[src/rtl/common_fifo_shift_mwmr.sv]
// Multi-lane shifting FIFO with the head fixed at entry 0: P pops and N pushes per cycle; pushed data is on dout after 1 edge.
// Backpressure: per-lane wready/dout_valid from registered count only; requests on unready/invalid lanes are dropped.
module common_fifo_shift_mwmr #(
    parameter int FIFO_DEPTH  = 4,
    parameter int FIFO_WIDTH  = 32,
    parameter int FIFO_WPORTS = 2,
    parameter int FIFO_RPORTS = 2,
    localparam int CW = $clog2(FIFO_DEPTH + 1)
) (
    input  logic                              clk,
    input  logic                              reset,
    input  logic                              flush,
    input  logic [FIFO_WPORTS*FIFO_WIDTH-1:0] din,
    input  logic [FIFO_WPORTS-1:0]            wen,
    output logic [FIFO_WPORTS-1:0]            wready,
    output logic [FIFO_RPORTS*FIFO_WIDTH-1:0] dout,
    output logic [FIFO_RPORTS-1:0]            dout_valid,
    input  logic [FIFO_RPORTS-1:0]            ren,
    output logic [CW-1:0]                     fifo_count,
    output logic                              fifo_empty,
    output logic                              fifo_full
);

    localparam int AW = CW + 1;

    logic [FIFO_WIDTH-1:0] mem     [FIFO_DEPTH];
    logic [FIFO_WIDTH-1:0] mem_nxt [FIFO_DEPTH];
    logic [CW-1:0]         count;
    logic [AW-1:0]         pop_n;
    logic [AW-1:0]         push_n;
    logic [AW-1:0]         base;
    logic                  pop_run;
    logic                  push_run;

    assign fifo_count = count;
    assign fifo_empty = (count == '0);
    assign fifo_full  = (count == CW'(FIFO_DEPTH));

    always_comb begin
        for (int k = 0; k < FIFO_RPORTS; k++) begin
            dout[k*FIFO_WIDTH +: FIFO_WIDTH] = mem[k];
            dout_valid[k] = AW'(count) > AW'(k);
        end
        for (int k = 0; k < FIFO_WPORTS; k++) begin
            wready[k] = (AW'(FIFO_DEPTH) - AW'(count)) > AW'(k);
        end
    end

    // Only the leading run of set request bits counts; the first gap ends it.
    always_comb begin
        pop_run  = 1'b1;
        pop_n    = '0;
        for (int k = 0; k < FIFO_RPORTS; k++) begin
            pop_run = pop_run & ren[k] & dout_valid[k];
            pop_n   = pop_n + AW'(pop_run);
        end
        push_run = 1'b1;
        push_n   = '0;
        for (int k = 0; k < FIFO_WPORTS; k++) begin
            push_run = push_run & wen[k] & wready[k];
            push_n   = push_n + AW'(push_run);
        end
    end

    // Survivors shift down by pop_n; new lanes land at base = count - pop_n.
    always_comb begin
        base = AW'(count) - pop_n;
        for (int i = 0; i < FIFO_DEPTH; i++) begin
            mem_nxt[i] = mem[i];
            if (AW'(i) < base) begin
                for (int p = 1; p <= FIFO_RPORTS; p++) begin
                    if (pop_n == AW'(p) && (i + p) < FIFO_DEPTH)
                        mem_nxt[i] = mem[(i + p) % FIFO_DEPTH];
                end
            end else if (AW'(i) < base + push_n) begin
                for (int k = 0; k < FIFO_WPORTS; k++) begin
                    if (AW'(i) - base == AW'(k))
                        mem_nxt[i] = din[k*FIFO_WIDTH +: FIFO_WIDTH];
                end
            end
        end
    end

    always_ff @(posedge clk or posedge reset) begin
        if (reset) begin
            count <= '0;
            for (int i = 0; i < FIFO_DEPTH; i++) mem[i] <= '0;
        end else if (flush) begin
            count <= '0;
            for (int i = 0; i < FIFO_DEPTH; i++) mem[i] <= '0;
        end else begin
            count <= CW'(base + push_n);
            for (int i = 0; i < FIFO_DEPTH; i++) mem[i] <= mem_nxt[i];
        end
    end

endmodule
[config.mk]
export PLATFORM = sky130hd
export DESIGN_NAME = common_fifo_shift_mwmr
export DESIGN_NICKNAME = d
export VERILOG_FILES = /design/src/rtl/common_fifo_shift_mwmr.sv
export SDC_FILE = /design/constraint.sdc
export NUM_CORES = 1
export LEC_CHECK = 0
export ABC_AREA = 0
export CAP_MARGIN = 25
export CORE_MARGIN = 1.5
export CORE_UTILIZATION = 55
export CTS_CLUSTER_DIAMETER = 60
export CTS_CLUSTER_SIZE = 40
export DETAILED_ROUTE_END_ITERATION = 12
export GPL_TIMING_DRIVEN = 1
export PLACE_DENSITY = 0.91
export SLEW_MARGIN = 10
export SYNTH_ARGS = -nofsm -noshare
export SYNTH_HDL_FRONTEND = slang
export SYNTH_SLANG_ARGS = --single-unit
[constraint.sdc]
create_clock -name clk -period 6.1 [get_ports clk]
set_clock_uncertainty 0.05 [all_clocks]
set_input_delay 1.22 -clock clk [delete_from_list [all_inputs] [get_ports clk]]
set_output_delay 1.22 -clock clk [all_outputs]
set_load 0.05 [all_outputs]
==> flow_summary.toml, run 1 <==
[logic_synthesis]
syn_area_per_cell_sq_um = 9.31
syn_inst = 930
ys_ff_latch = 131
yosys.cell_types.count = 49
synth-seq-area-share_pct = 37.8
synth_area_sq_um = 8660
synth_nets = 1013
synth_warnings = 0

[clock_tree]
clk_latency_ps = 420
cts.sinks = 131
h-tree-depth = 4
cts_tree = "built"
cts_inserted_buffers = 17
clock_tree.root_cell = "clkbuf_16"
cts_max_path_buffers = 2
ctsResizeCount = 0
path_clk_slew_ps = 60
ctsHoldBuffers = 0
postCtsSetupBuffers = 0

[critical_path]
crit_type = "in2reg"
worst_path_largest_cell_delay_ps = 450
critPathArrivalTime_ps = 5460
start_kind = "input pin"
path_delay_family = "adder cells"
path_cells = "clkdlybuf4s50_1 > nor2b_1 > nand3_1 > ha_1 > ha_1 > inv_1 > fa_1 > xor2_2 > ha_1 > nand3b_1 > mux2_1 > o221a_2 > buf_12 > or3_1 > a21oi_1"
critical_path_buf_inv_count = 3
cp_slowest_cell = "clkdlybuf4s50_1"
crit_top_cell = "ha_1"
crit_fanout = 54
required_ps = 6390
worstSetupEndpointType = "register"

[layout]
post-route-cell-area_sq_um = 10400
antennaDiodeCount = 0
layout_common_cells = "clkdlybuf4s50_1 (142), dfrtp_1 (131), mux2i_1 (127), nor2_1 (72), nand2_1 (71)"
drive_gt1_share_pct = 13.3
layout_commonest_cell = "clkdlybuf4s50_1"
synthToLayoutAreaGrowth_pct = 20.5
final_util_pct = 68.2
fin_nets = 1064

[sta]
max_freq_mhz = 194
grt_setup_unrepaired = "false"
final.setup.tns_ps = 0
layout_worst_path_cycle_share_pct = 84.7
finalSetupViolCount = 0
slew_headroom_pct = 28.7
layout_min_cycle_time_ps = 5170
worst_slack_ps = 932
slew_viol_final = 0
hold_viol = 0
worst_pin_slew_ps = 1070

[floorplanning]
core_area_sq_um = 15300
io_pins = 144
fp.dieW_um = 128
die-area_sq_um = 16500
die_h_um = 128
rows = 45
initial_core_util_pct = 56.6

[place]
pre_cts_slack_ps = 357
portBuffers = 143
dpl.hpwl_mm = 15.3
place_congestion = 0.824
dpl_cell_area_sq_um = 9840

[route]
dr.pass1.iters = 7
vias_per_cell = 6.32
vias = 7609
drc = 0
dr.first_iter.drc_count = 788
wl_per_cell_um = 20.5
wl_mm = 24.7
final_antenna_net_count = 0

[global_route]
grt_max_degree = 72
grt_pass1_vias = 7731
grt_pass1_wl_mm = 39.2
grt_overflow = 0
groute.usage.overall_pct = 30.3
antenna_found_initial = 0

[min_path]
hp-class = "reg2reg"

[outcome]
status = "finished, final reports clean"

[job]
drv_cap = 0
-- through the flow --
step	hold slack, ps	cells
after global placement	435	1171
final	459	1204
after detailed placement	447	1171
after global routing	474	1204
after floorplan	421	930
after CTS	459	1202
-- final timing paths --
| check | cells after the start | start | slack [ps] | end |
|---|---|---|---|---|
| worst min-delay path | 1 | mem[54] | 460 | mem[54] |
| worst max register to register | 16 | fifo_count[2] | 1300 | dout[30] |
| worst max-delay path | 15 | ren[0] | 930 | dout[30] |
| max in group asynchronous | 3 | reset | 3490 | dout[45] |
| min in group asynchronous | 2 | reset | 1230 | dout[59] |
| worst min register to register | 1 | mem[54] | 460 | mem[54] |
-- layout make-up --
type                       count  area [sq um]
clock buffer                  23           478
clock inverter                 8          77.6
fill                        1193          4870
inverter                      13          53.8
multi-input combinational    649          4610
sequential                   131          3280
tap                          211           264
timing repair buffer         169          1680
-- synthesized netlist by cell type, drive strengths merged --
cell	count	area share (%)
inv	13	0.56
and2	1	0.072
or2	2	0.14
nor4	1	0.072
a31oi	2	0.14
dfrtp	131	38
nand4b	2	0.27
buf	93	7.5
fa	2	0.46
xnor2	1	0.19
o211a	1	0.12
xor2	1	0.19
and3	1	0.072
a21boi	2	0.22
nand2b	2	0.14
o22ai	35	2.5
o2bb2ai	32	3.2
o221a	1	0.13
nand3	5	0.29
mux2	64	8.3
mux2i	127	15
o21a	1	0.087
a21oi	66	3.9
nand2	72	3.1
and2b	1	0.087
nand3b	1	0.087
or3	32	2.3
nor2b	4	0.29
nor3	35	2.2
clkbuf	44	1.9
o41ai	1	0.10
o21ai	70	4.1
ha	10	1.4
nor2	73	3.2
nor3b	1	0.087
-- worst register-to-register path, cell delays in order (launching register included) --
cell      delay (ps)
dfrtp_1          540
inv_1            110
ha_1             240
nor2b_1          290
nand3_1          170
ha_1             410
ha_1             210
inv_1             60
fa_1             440
xor2_2           280
ha_1             340
nand3b_1         120
mux2_1           310
o221a_2          350
buf_12           200
or3_1            460
a21oi_1          140
-- registers in the layout, summed over array words and instances, names as in the netlist --
register	count
dout	64
mem	64
fifo_count	3
-- logic make-up (layout without fill, tap and decap cells) --
group           count (synthesis)  in the layout  share of synthesized area, %
simple gates                  233            233                          12.4
compound gates                211            211                          14.5
mux                           191            191                          23.0
buf+inv                       150            213                          9.98
flops                         131            131                          37.8
fa+ha+maj                      12             12                          1.91
xor+xnor                        2              2                         0.376
-- metal layers --
layer | part of all wire (%) | up-vias | global-route usage (%)
li1 | - | 3351 | -
met1 | 39 | 3698 | 37.5
met2 | 49 | 470 | 50.8
met3 | 8.7 | 90 | 5.90
met4 | 3.7 | 0 | 15.3
met5 | 0 | - | 0
Power of run 1 is left out: the tool's default activity adds up to more than one toggle a clock period on the data nets, which glitch-free logic cannot reach.
==> inputs of run 2 (changes only) <==
==> constraint.sdc (replaced) <==
create_clock -name clk -period 5 [get_ports clk]
set_clock_uncertainty 0.05 [all_clocks]
set_input_delay 1 -clock clk [delete_from_list [all_inputs] [get_ports clk]]
set_output_delay 1 -clock clk [all_outputs]
set_load 0.05 [all_outputs]
==> flow_summary.toml, run 2 (same netlist as run 1, synthesis figures left out) <==
[outcome]
status = "finished, final reports clean"

[sta]
hold_viol = 0
worst_pin_slew_ps = 1110
layout_worst_path_cycle_share_pct = 94.7
grt_setup_unrepaired = "false"
layout_min_cycle_time_ps = 4740
finalSetupViolCount = 0
slew_headroom_pct = 26.2
slew_viol_final = 0
final.setup.tns_ps = 0
worst_slack_ps = 263
max_freq_mhz = 211

[min_path]
hold_start = "mem[19]"
hp-class = "reg2reg"
hold-path-endpoint = "mem[19]"
min_path_cells = 2

[route]
vias_per_cell = 6.30
wl_mm = 24.9
vias = 7646
wl_per_cell_um = 20.5
final_antenna_net_count = 0
drc = 0
dr.first_iter.drc_count = 705
dr.pass1.iters = 7

[critical_path]
worstRegToRegCells = 15
regToRegEndpoint = "mem[33]"
worstSetupEndpointType = "register"
timing.rr.start = "fifo_count[2]"
start_kind = "input pin"
crit_fanout = 32
required_ps = 5310
crit_type = "in2reg"
critPathArrivalTime_ps = 5050
r2r_setup_slack_ps = 530

[place]
post-place-cells = 1183
pre_cts_slack_ps = -46.9
dpl.hpwl_mm = 15.5
place_congestion = 0.826
dpl_cell_area_sq_um = 10000
portBuffers = 143

[global_route]
groute.usage.overall_pct = 30.9
grt_overflow = 0
grt_max_degree = 66
grt_pass1_vias = 7763
antenna_found_initial = 0
grt_pass1_wl_mm = 39.9

[floorplanning]
core_area_sq_um = 15300
die-area_sq_um = 16500
fp.dieW_um = 128
io_pins = 144
die_h_um = 128
rows = 45
initial_core_util_pct = 56.6

[clock_tree]
postCtsSetupBuffers = 0
cts_tree = "built"
cts_max_path_buffers = 2
cts_inserted_buffers = 17
clock_tree.root_cell = "clkbuf_16"
path_clk_slew_ps = 60
h-tree-depth = 4
clk_latency_ps = 420
cts.sinks = 131

[job]
drv_cap = 0

[layout]
fin_nets = 1074
fin_cells = 1214
antennaDiodeCount = 0
layout_commonest_cell = "clkdlybuf4s50_1"
synthToLayoutAreaGrowth_pct = 22.1
layout_common_cells = "clkdlybuf4s50_1 (142), dfrtp_1 (128), mux2i_1 (127), nor2_1 (72), nand2_1 (71)"
drive_gt1_share_pct = 14.9
post-route-cell-area_sq_um = 10600
-- run 2: cell types whose count changed in the layout (fill, tap and decap cells not counted), sizes merged --
cell      before  now
buf           27   37
clkinvlp       2    4
clkbuf        23   19
inv           14   15
bufinv         1    2
-- run 2: area by class of cell --
class,instances,area [sq um]
clock buffer,19,443
clock inverter,12,131
fill,1117,4740
inverter,13,53.8
multi-input combinational,649,4620
sequential,131,3280
tap,211,264
timing repair buffer,179,1790
-- run 2: metal layers --
metal  up-vias  share of wire (%)  global-route usage [%]
met3        93                8.9                    6.74
met5         -                  0                       0
met4         0                3.8                    14.5
li1       3379                  -                       -
met2       483                 48                    50.9
met1      3691                 40                    39.1
-- run 2: critical path, stage by stage --
cell and delay [ps]:
clkdlybuf4s50_1 450, nor2b_1 190, nand3_1 130, ha_1 320, ha_1 180, inv_1 60, fa_1 580, inv_1 200
ha_1 320, nor2_1 120, o21ai_4 840, nor2_1 90, nor3_1 320, mux2_2 240
-- run 2: worst max path at each step --
stage | from | cells after the start | end | slack [ps]
2_1_floorplan | fifo_count[1] | 21 | mem[47] | 90
3_3_place_gp | ren[0] | 16 | mem[14] | 100
3_5_place_dp | ren[0] | 16 | mem[25] | -50
4_1_cts | ren[0] | 16 | mem[6] | 370
5_1_grt | ren[0] | 16 | mem[6] | 40
6_report | ren[0] | 14 | mem[33] | 260
-- run 2: stage by stage --
step                hold WS [ps]  util, %
floorplan                    421        -
CTS                          467     69.0
global placement             438     65.3
detailed placement           455     65.3
finish                       466     69.1
global route                 489     69.1
-- run 2: what timing repair did --
action | CTS | global route
hold buffers | 0 | 0
endpoints found under the setup margin | 0 | 8
gates resized for setup | 0 | 1
Power of run 2 is left out for the same reason.
==> inputs of run 3 (changes only) <==
--- a/config.mk
+++ b/config.mk
@@ -12,7 +12,8 @@
 export CTS_CLUSTER_DIAMETER = 60
 export CTS_CLUSTER_SIZE = 40
 export DETAILED_ROUTE_END_ITERATION = 12
-export GPL_TIMING_DRIVEN = 1
+export GPL_TIMING_DRIVEN = 0
+export MAX_ROUTING_LAYER = met4
 export PLACE_DENSITY = 0.91
 export SLEW_MARGIN = 10
 export SYNTH_ARGS = -nofsm -noshare
==> flow_summary.toml, run 3 (same netlist as run 1, synthesis figures left out) <==
[route]
vias_per_cell = 6.25
dr.first_iter.drc_count = 1116
drc = 0
wl_mm = 27.4
dr.pass1.iters = 7
vias = 8248
wl_per_cell_um = 20.8
final_antenna_net_count = 0

[floorplanning]
die_h_um = 128
die-area_sq_um = 16500
io_pins = 144
initial_core_util_pct = 56.6
core_area_sq_um = 15300
rows = 45
fp.dieW_um = 128

[job]
drv_cap = 0

[layout]
layout_common_cells = "clkdlybuf4s50_1 (143), dfrtp_1 (128), mux2i_1 (127), buf_4 (79), nor2_1 (73)"
final_util_pct = 72.6
fin_cells = 1319
fill_cells = 1063
drive_gt1_share_pct = 19.1
layout_commonest_cell = "clkdlybuf4s50_1"
synthToLayoutAreaGrowth_pct = 28.4
antennaDiodeCount = 0
fin_nets = 1180

[critical_path]
crit_fanout = 19
required_ps = 5330
worst_path_largest_cell_delay_ps = 520
crit_top_cell = "inv_1"
start_kind = "input pin"
timing.rr.start = "fifo_count[2]"
worstRegToRegCells = 18
cp_slowest_cell = "clkbuf_1"
critPathArrivalTime_ps = 5150
crit_type = "in2reg"
r2r_setup_slack_ps = 390
worstSetupEndpointType = "register"
regToRegEndpoint = "mem[39]"
path_cells = "clkdlybuf4s50_1 > nor2b_4 > nand3_1 > inv_1 > ha_2 > buf_12 > buf_8 > inv_1 > fa_2 > xor2_4 > buf_4 > o21ai_2 > a21oi_1 > clkbuf_1 > o22ai_1 > nor3_1 > mux2_2"
critical_path.startpoint = "ren[0]"

[sta]
layout_worst_path_cycle_share_pct = 96.4
grt_setup_unrepaired = "false"
worst_pin_slew_ps = 733
slew_viol_final = 0
slew_headroom_pct = 51.1
max_freq_mhz = 207
hold_viol = 0
finalSetupViolCount = 0
layout_min_cycle_time_ps = 4820

[place]
place_congestion = 0.918
portBuffers = 143
post-place-cells = 1285
dpl.hpwl_mm = 18.2

[clock_tree]
path_clk_slew_ps = 60
cts_tree = "built"
cts.sinks = 131
clock_tree.root_cell = "clkbuf_16"
clk_latency_ps = 440
h-tree-depth = 4
cts_max_path_buffers = 2
ctsHoldBuffers = 0
cts_inserted_buffers = 17

[global_route]
grt-busiest-layer = "met2"
antenna_found_initial = 0
grtUsageMet3_pct = 8.23
met1_usage_pct = 42.6
globalRouteMet2Util_pct = 54.0
grt_pass1_vias = 8196
grt_max_degree = 85
groute.usage.overall_pct = 34.8
grt_pass1_wl_mm = 42.8
grt_overflow = 0

[min_path]
hold-path-endpoint = "mem[28]"
hp-class = "reg2reg"
min_path_cells = 2
hold_start = "mem[28]"

[outcome]
status = "finished, final reports clean"
==> run 3: how the worst max path moves through the flow <==
stage	to	slack (ps)	cells after the start
floorplan	mem[47]	90	21
global placement	fifo_count[2]	-1850	2
detailed placement	dout[1]	-1420	19
CTS	dout[1]	10	19
global route	dout[21]	20	20
finish	mem[39]	180	17
==> run 3: what timing repair did <==
action                                  in CTS  in global routing
endpoints found under the setup margin     128                122
hold endpoints to repair                     0                  0
gates resized for setup                     27                 12
pin swaps                                    3                  1
setup buffers                                6                  1
==> run 3: per-layer routing <==
| layer | wire length (um) | part of all wire [%] | vias up |
|---|---|---|---|
| met4 | 1060 | 3.9 | 0 |
| met5 | 0 | 0 | - |
| met3 | 2820 | 10 | 113 |
| li1 | - | - | 3591 |
| met2 | 13100 | 48 | 606 |
| met1 | 10500 | 38 | 3938 |
==> run 3: cell type report <==
cell class	instances	area, sq um	share of cell area, %
multi-input combinational	649	4570	41.1
sequential	131	3280	29.5
timing repair buffer	151	1510	13.6
buffer	134	865	7.78
clock buffer	25	495	4.46
tap	211	264	2.37
clock inverter	5	75.1	0.675
inverter	13	53.8	0.484
==> run 3: critical path: cells and delay by family <==
family / cells / cell delay [ps]
buffers and inverters: 7 / 1710
multiplexers: 1 / 210
adder cells (fa/ha/maj): 2 / 690
XOR/XNOR: 1 / 200
AO/OA/AOI/OAI: 3 / 770
AND/OR/NAND/NOR: 3 / 560
==> run 3: stage by stage <==
stage	cell area, sq um	TNS [ps]	setup slack [ps]	hold WS (ps)
floorplan	8670	0	93.4	421
global placement	10400	-341150	-1850	437
detailed placement	10400	-162690	-1420	452
CTS	11100	0	11.2	464
global route	11100	0	15.4	479
finish	11100	0	180	465
Power of run 3 is left out for the same reason.
